### src/rtl/core_pkg.sv
// Shared RV32I core definitions: opcodes, ALUOp encodings and the control bundle
// carried down the pipeline.
package core_pkg;

  localparam logic [6:0] OP_R      = 7'b0110011;
  localparam logic [6:0] OP_I_ALU  = 7'b0010011;
  localparam logic [6:0] OP_LOAD   = 7'b0000011;
  localparam logic [6:0] OP_STORE  = 7'b0100011;
  localparam logic [6:0] OP_BRANCH = 7'b1100011;

  localparam logic [1:0] ALUOP_ADD    = 2'b00;
  localparam logic [1:0] ALUOP_BRANCH = 2'b01;
  localparam logic [1:0] ALUOP_RTYPE  = 2'b10;
  localparam logic [1:0] ALUOP_ITYPE  = 2'b11;

  typedef struct packed {
    logic       alusrc;
    logic       memwrite;
    logic       memread;
    logic       branch;
    logic       memtoreg;
    logic       regwrite;
    logic [1:0] aluop;
  } ctrl_t;

  localparam ctrl_t CTRL_BUBBLE = '0;

endpackage

### src/rtl/hazard_detect.sv
// Load-use hazard detection: the instruction in EX is a load whose destination
// is a source operand actually read by the instruction in ID.
module hazard_detect (
  input  logic       ex_valid,
  input  logic       ex_memread,
  input  logic [4:0] ex_rd,
  input  logic       id_valid,
  input  logic       id_alusrc,
  input  logic       id_memwrite,
  input  logic [4:0] id_rs1,
  input  logic [4:0] id_rs2,
  output logic       hazard
);

  logic rs1_used;
  logic rs2_used;

  // rs2 is read by R-type, store (data) and branch (compare)
  assign rs1_used = id_valid;
  assign rs2_used = id_valid & (~id_alusrc | id_memwrite);

  assign hazard = ex_valid & ex_memread & (ex_rd != 5'd0) &
                  (((ex_rd == id_rs1) & rs1_used) | ((ex_rd == id_rs2) & rs2_used));

endmodule

### src/rtl/id_ex_stage.sv
// ID/EX pipeline register with load-use bubble insertion, EX-driven flush and
// saturating stall/flush event counters.
module id_ex_stage
  import core_pkg::*;
#(
  parameter int unsigned XLEN  = 32,
  parameter int unsigned CNT_W = 16
) (
  input  logic             clk,
  input  logic             reset,
  input  logic             id_valid,
  input  logic [XLEN-1:0]  id_pc,
  input  logic [XLEN-1:0]  id_rs1_data,
  input  logic [XLEN-1:0]  id_rs2_data,
  input  logic [XLEN-1:0]  id_imm,
  input  logic [4:0]       id_rs1,
  input  logic [4:0]       id_rs2,
  input  logic [4:0]       id_rd,
  input  logic [2:0]       id_funct3,
  input  logic             id_funct7b5,
  input  logic             id_alusrc,
  input  logic             id_memwrite,
  input  logic             id_memread,
  input  logic             id_branch,
  input  logic             id_memtoreg,
  input  logic             id_regwrite,
  input  logic [1:0]       id_aluop,
  input  logic             ex_flush,
  output logic             stall,
  output logic             ex_valid,
  output logic [XLEN-1:0]  ex_pc,
  output logic [XLEN-1:0]  ex_rs1_data,
  output logic [XLEN-1:0]  ex_rs2_data,
  output logic [XLEN-1:0]  ex_imm,
  output logic [4:0]       ex_rs1,
  output logic [4:0]       ex_rs2,
  output logic [4:0]       ex_rd,
  output logic [2:0]       ex_funct3,
  output logic             ex_funct7b5,
  output logic             ex_alusrc,
  output logic             ex_memwrite,
  output logic             ex_memread,
  output logic             ex_branch,
  output logic             ex_memtoreg,
  output logic             ex_regwrite,
  output logic [1:0]       ex_aluop,
  output logic [CNT_W-1:0] stall_cnt,
  output logic [CNT_W-1:0] flush_cnt
);

  ctrl_t id_ctrl;
  ctrl_t ex_ctrl;
  logic  hazard;

  assign id_ctrl = '{alusrc:   id_alusrc,
                     memwrite: id_memwrite,
                     memread:  id_memread,
                     branch:   id_branch,
                     memtoreg: id_memtoreg,
                     regwrite: id_regwrite,
                     aluop:    id_aluop};

  hazard_detect u_hazard_detect (
    .ex_valid    (ex_valid),
    .ex_memread  (ex_ctrl.memread),
    .ex_rd       (ex_rd),
    .id_valid    (id_valid),
    .id_alusrc   (id_alusrc),
    .id_memwrite (id_memwrite),
    .id_rs1      (id_rs1),
    .id_rs2      (id_rs2),
    .hazard      (hazard)
  );

  // A flush discards the ID instruction anyway, so no stall is needed
  assign stall = hazard & ~ex_flush & ~reset;

  // Bubbles clear only valid and control; data fields hold since EX ignores them
  always_ff @(posedge clk) begin
    if (reset) begin
      ex_valid    <= 1'b0;
      ex_ctrl     <= CTRL_BUBBLE;
      ex_pc       <= '0;
      ex_rs1_data <= '0;
      ex_rs2_data <= '0;
      ex_imm      <= '0;
      ex_rs1      <= 5'd0;
      ex_rs2      <= 5'd0;
      ex_rd       <= 5'd0;
      ex_funct3   <= 3'd0;
      ex_funct7b5 <= 1'b0;
      stall_cnt   <= '0;
      flush_cnt   <= '0;
    end else if (ex_flush) begin
      ex_valid <= 1'b0;
      ex_ctrl  <= CTRL_BUBBLE;
      if (flush_cnt != {CNT_W{1'b1}}) flush_cnt <= flush_cnt + CNT_W'(1);
    end else if (hazard) begin
      ex_valid <= 1'b0;
      ex_ctrl  <= CTRL_BUBBLE;
      if (stall_cnt != {CNT_W{1'b1}}) stall_cnt <= stall_cnt + CNT_W'(1);
    end else begin
      ex_valid    <= id_valid;
      ex_ctrl     <= id_ctrl;
      ex_pc       <= id_pc;
      ex_rs1_data <= id_rs1_data;
      ex_rs2_data <= id_rs2_data;
      ex_imm      <= id_imm;
      ex_rs1      <= id_rs1;
      ex_rs2      <= id_rs2;
      ex_rd       <= id_rd;
      ex_funct3   <= id_funct3;
      ex_funct7b5 <= id_funct7b5;
    end
  end

  assign ex_alusrc   = ex_ctrl.alusrc;
  assign ex_memwrite = ex_ctrl.memwrite;
  assign ex_memread  = ex_ctrl.memread;
  assign ex_branch   = ex_ctrl.branch;
  assign ex_memtoreg = ex_ctrl.memtoreg;
  assign ex_regwrite = ex_ctrl.regwrite;
  assign ex_aluop    = ex_ctrl.aluop;

endmodule
### config.mk
export PLATFORM = sky130hd
export DESIGN_NAME = id_ex_stage
export DESIGN_NICKNAME = d
export VERILOG_FILES = /design/src/rtl/core_pkg.sv /design/src/rtl/hazard_detect.sv /design/src/rtl/id_ex_stage.sv
export SDC_FILE = /design/constraint.sdc
export NUM_CORES = 1
export LEC_CHECK = 0
export CAP_MARGIN = 20
export CORE_MARGIN = 5
export CORE_UTILIZATION = 48
export CTS_CLUSTER_DIAMETER = 30
export DETAILED_ROUTE_END_ITERATION = 8
export GPL_ROUTABILITY_DRIVEN = 0
export GPL_TIMING_DRIVEN = 0
export PLACE_DENSITY = 0.86
export SYNTH_ARGS = -nofsm -noshare
export SYNTH_HDL_FRONTEND = slang
export SYNTH_SLANG_ARGS = --single-unit
### constraint.sdc
create_clock -name clk -period 2.15 [get_ports clk]
set_input_delay 0.3225 -clock clk [delete_from_list [all_inputs] [get_ports clk]]
set_output_delay 0.3225 -clock clk [all_outputs]
set_load 0.02 [all_outputs]
==> reports/results.ini <==
[status]
status = finished with violations
violations = setup timing

[floorplanning]
start_util_pct = 49.1
die-area_um2 = 26400
rows = 55
die_w_um = 163
io_pins = 348
dieHeight_um = 163
core_um2 = 22800

[logic_synthesis]
synth_common_cells = 305 x nand2_1, 188 x dfxtp_1, 151 x o21ai_0, 149 x nor3b_1, 148 x nor4b_1
ys_warn_count = 0
yosys-top-cells-area = dfxtp_1 34%, nor4b_1 12%, a211o_1 12%, nand2_1 10%, nor3b_1 10%
syn_area_per_cell_um2 = 7.93
ys_seq_area_share_pct = 33.7
synth_top_area_share_pct = 33.7
synthMostInstantiatedCell = nand2_1
async_flop_share_pct = 0
synth_nets = 1571
ys_ff_latch = 188
synth_top_flop_cell = dfxtp_1
synth_largest_area_cell = dfxtp_1
netlist_instances = 1410
synth_edf_count = 0
syn_area_um2 = 11200
synth.distinct_cells = 45

[placed_design]
place_ws_ns = -1.31
place_hpwl_um = 30200
io_buffers = 346

[timing]
finalSetupViolCount = 173
fin_crit_sh_pct = 116
setup_ws_ns = -0.348
hold_viol = 0
fmax_mhz = 400
min_period_ns = 2.50
maxSlewViolCount = 0
maxSlewHeadroom_pct = 11.0
worst_clock_skew_ns = 0.0138
worstMarginPinSlew_ns = 1.33
rsz0062_at_grt = yes

[worst_setup_path]
worstPathArrival_ns = 2.18
critPathKind = reg2out
worstPathRequired_ns = 1.83
path_max_fanout = 3
endpoint_kind = output port
start_kind = flip-flop

[routing]
top_layer = met5
vias_per_cell = 6.56
first_iter_violations = 1678
vias = 14300
wl_met1_um = 19200
wl_met2_um = 25600
drt_pass1_iterations = 7
route.detailed.drc = 0
wl_met3_um = 5540
ant_nets = 0
wire_per_inst_um = 24.6
wirelength_um = 53300

[layout]
post-route-util_pct = 85.6
area_growth_pct = 74.5
nets = 2006
drive_gt1_share_pct = 20.9
fill_cells = 1144

[power_and_ir_drop]
p_per_area_nw_per_um2 = 549
leakagePower_nw = 7.96
ir_worst_vdd_mv = 0.466

[global_route]
grt_pass1_wl_um = 67700
grt_usage_pct = 31.3
grt_max_degree = 19
antenna_found_initial = 1
grt.overflow.total = 0
grt_pass1_vias = 12700

[cts]
clock_latency_ns = 0.45
cts_tree = yes
clk_path_buf_depth = 2
cts_made_buffers = 17
cts_max_level = 4
clock-sinks = 188
clock-root-buffer = clkbuf_16
clk_pin_slew_ns = 0.08

[min_path]
hold_path.class = in2reg

[run]
drv_cap = 0

[logic make-up (layout without fill, tap and decap cells)]
| group | after synthesis | count (layout) | synth area share [%] |
|---|---|---|---|
| adder cells (fa/ha/maj) | 2 | 2 | 0.224 |
| XOR/XNOR | 20 | 20 | 1.57 |
| flip-flops | 188 | 188 | 33.7 |
| AO/OA/AOI/OAI | 339 | 340 | 20.8 |
| multiplexers | 3 | 3 | 0.302 |
| buffers and inverters | 164 | 610 | 6.51 |
| AND/OR/NAND/NOR | 694 | 694 | 36.9 |
| other | 0 | 1 | 0 |
[final timing paths]
check / endpoint / depth (start not counted) / start / slack (ns)
max reg2reg: stall_cnt[8] / 8 / ex_rd[3] / -0.30
min: ex_pc[2] / 3 / reset / 0.43
max: stall / 6 / ex_rd[3] / -0.35
min reg2reg: stall_cnt[14] / 2 / stall_cnt[14] / 0.52
[area by class of cell]
cell class                 count  area [um^2]  area share [%]
multi-input combinational   1059         8660            44.4
timing repair buffer         416         4730            24.3
sequential                   188         3780            19.4
buffer                       155         1350            6.90
clock buffer                  18          439            2.25
tap                          313          392            2.01
clock inverter                13          120           0.616
inverter                       8         30.0           0.154
antenna                        1         2.50          0.0128
[power breakdown]
part	internal (mW)	switching [mW]	total [mW]
clock	1.56	1.64	3.21
combinational	1.72	1.71	3.43
sequential	3.78	0.285	4.07
[cell usage in the layout, fill, tap and decap left out, drive strengths merged, types with 2 or more instances in the layout]
cell and instances:
o21a 2, a211o 147, nor3 7, or3 3, inv 17, nand2b 2
o41ai 3, nand4 9, nand3 10, mux2 3, nor2b 4, xor2 11
or4 10, and3 3, dfxtp 188, nor4b 148, o21ai 152, buf 103
clkinv 4, xnor2 9, clkdlybuf4s50 345, nor2 21, nand2 305, ha 2
nand4bb 2, nor3b 149, clkbuf 141, and2 10, a21oi 20, o31ai 8
or4b 3, nor4 6, a211oi 3
[state kept, by name, indices dropped and copies added, names as in the netlist, 16 cells and up]
| name | flops |
|---|---|
| ex_imm | 32 |
| ex_pc | 32 |
| ex_rs1_data | 32 |
| ex_rs2_data | 32 |
| flush_cnt | 16 |
| stall_cnt | 16 |
[per-layer routing]
layer  vias to the layer above  track usage [%]
met5                         -                0
met4                         2             13.2
met3                       272             8.00
met2                      1074             52.3
met1                      6835             38.4
li1                       6067                -
[critical path, cell delays in order (launching register included)]
cell,delay [ns]
dfxtp_4,0.36
xor2_1,0.16
nor4_2,0.42
a22oi_2,0.21
clkbuf_8,0.19
nor3_4,0.22
buf_6,0.15
[metrics by stage]
stage	hold slack, ns	std cells	setup TNS (ns)	instance area, um^2	total power, mW
floorplan	0.444	1410	0	11200	5.38
global placement	0.477	2069	-175.34	15000	6.59
detailed placement	0.489	2069	-181.82	15000	6.64
CTS	0.437	2113	-3.29	16500	9.86
global route	0.460	2170	-30.54	19500	11.0
finish	0.433	2171	-27.73	19500	10.7
[what timing repair did]
action                     in CTS  in global routing
setup endpoints to repair     186                176
buffers inserted               13                 21
cloned                          0                 38
pin swaps                       5                205
hold buffers                    0                  0
resized for setup             196                350
Note: power is estimated with default switching activity, not from simulation.
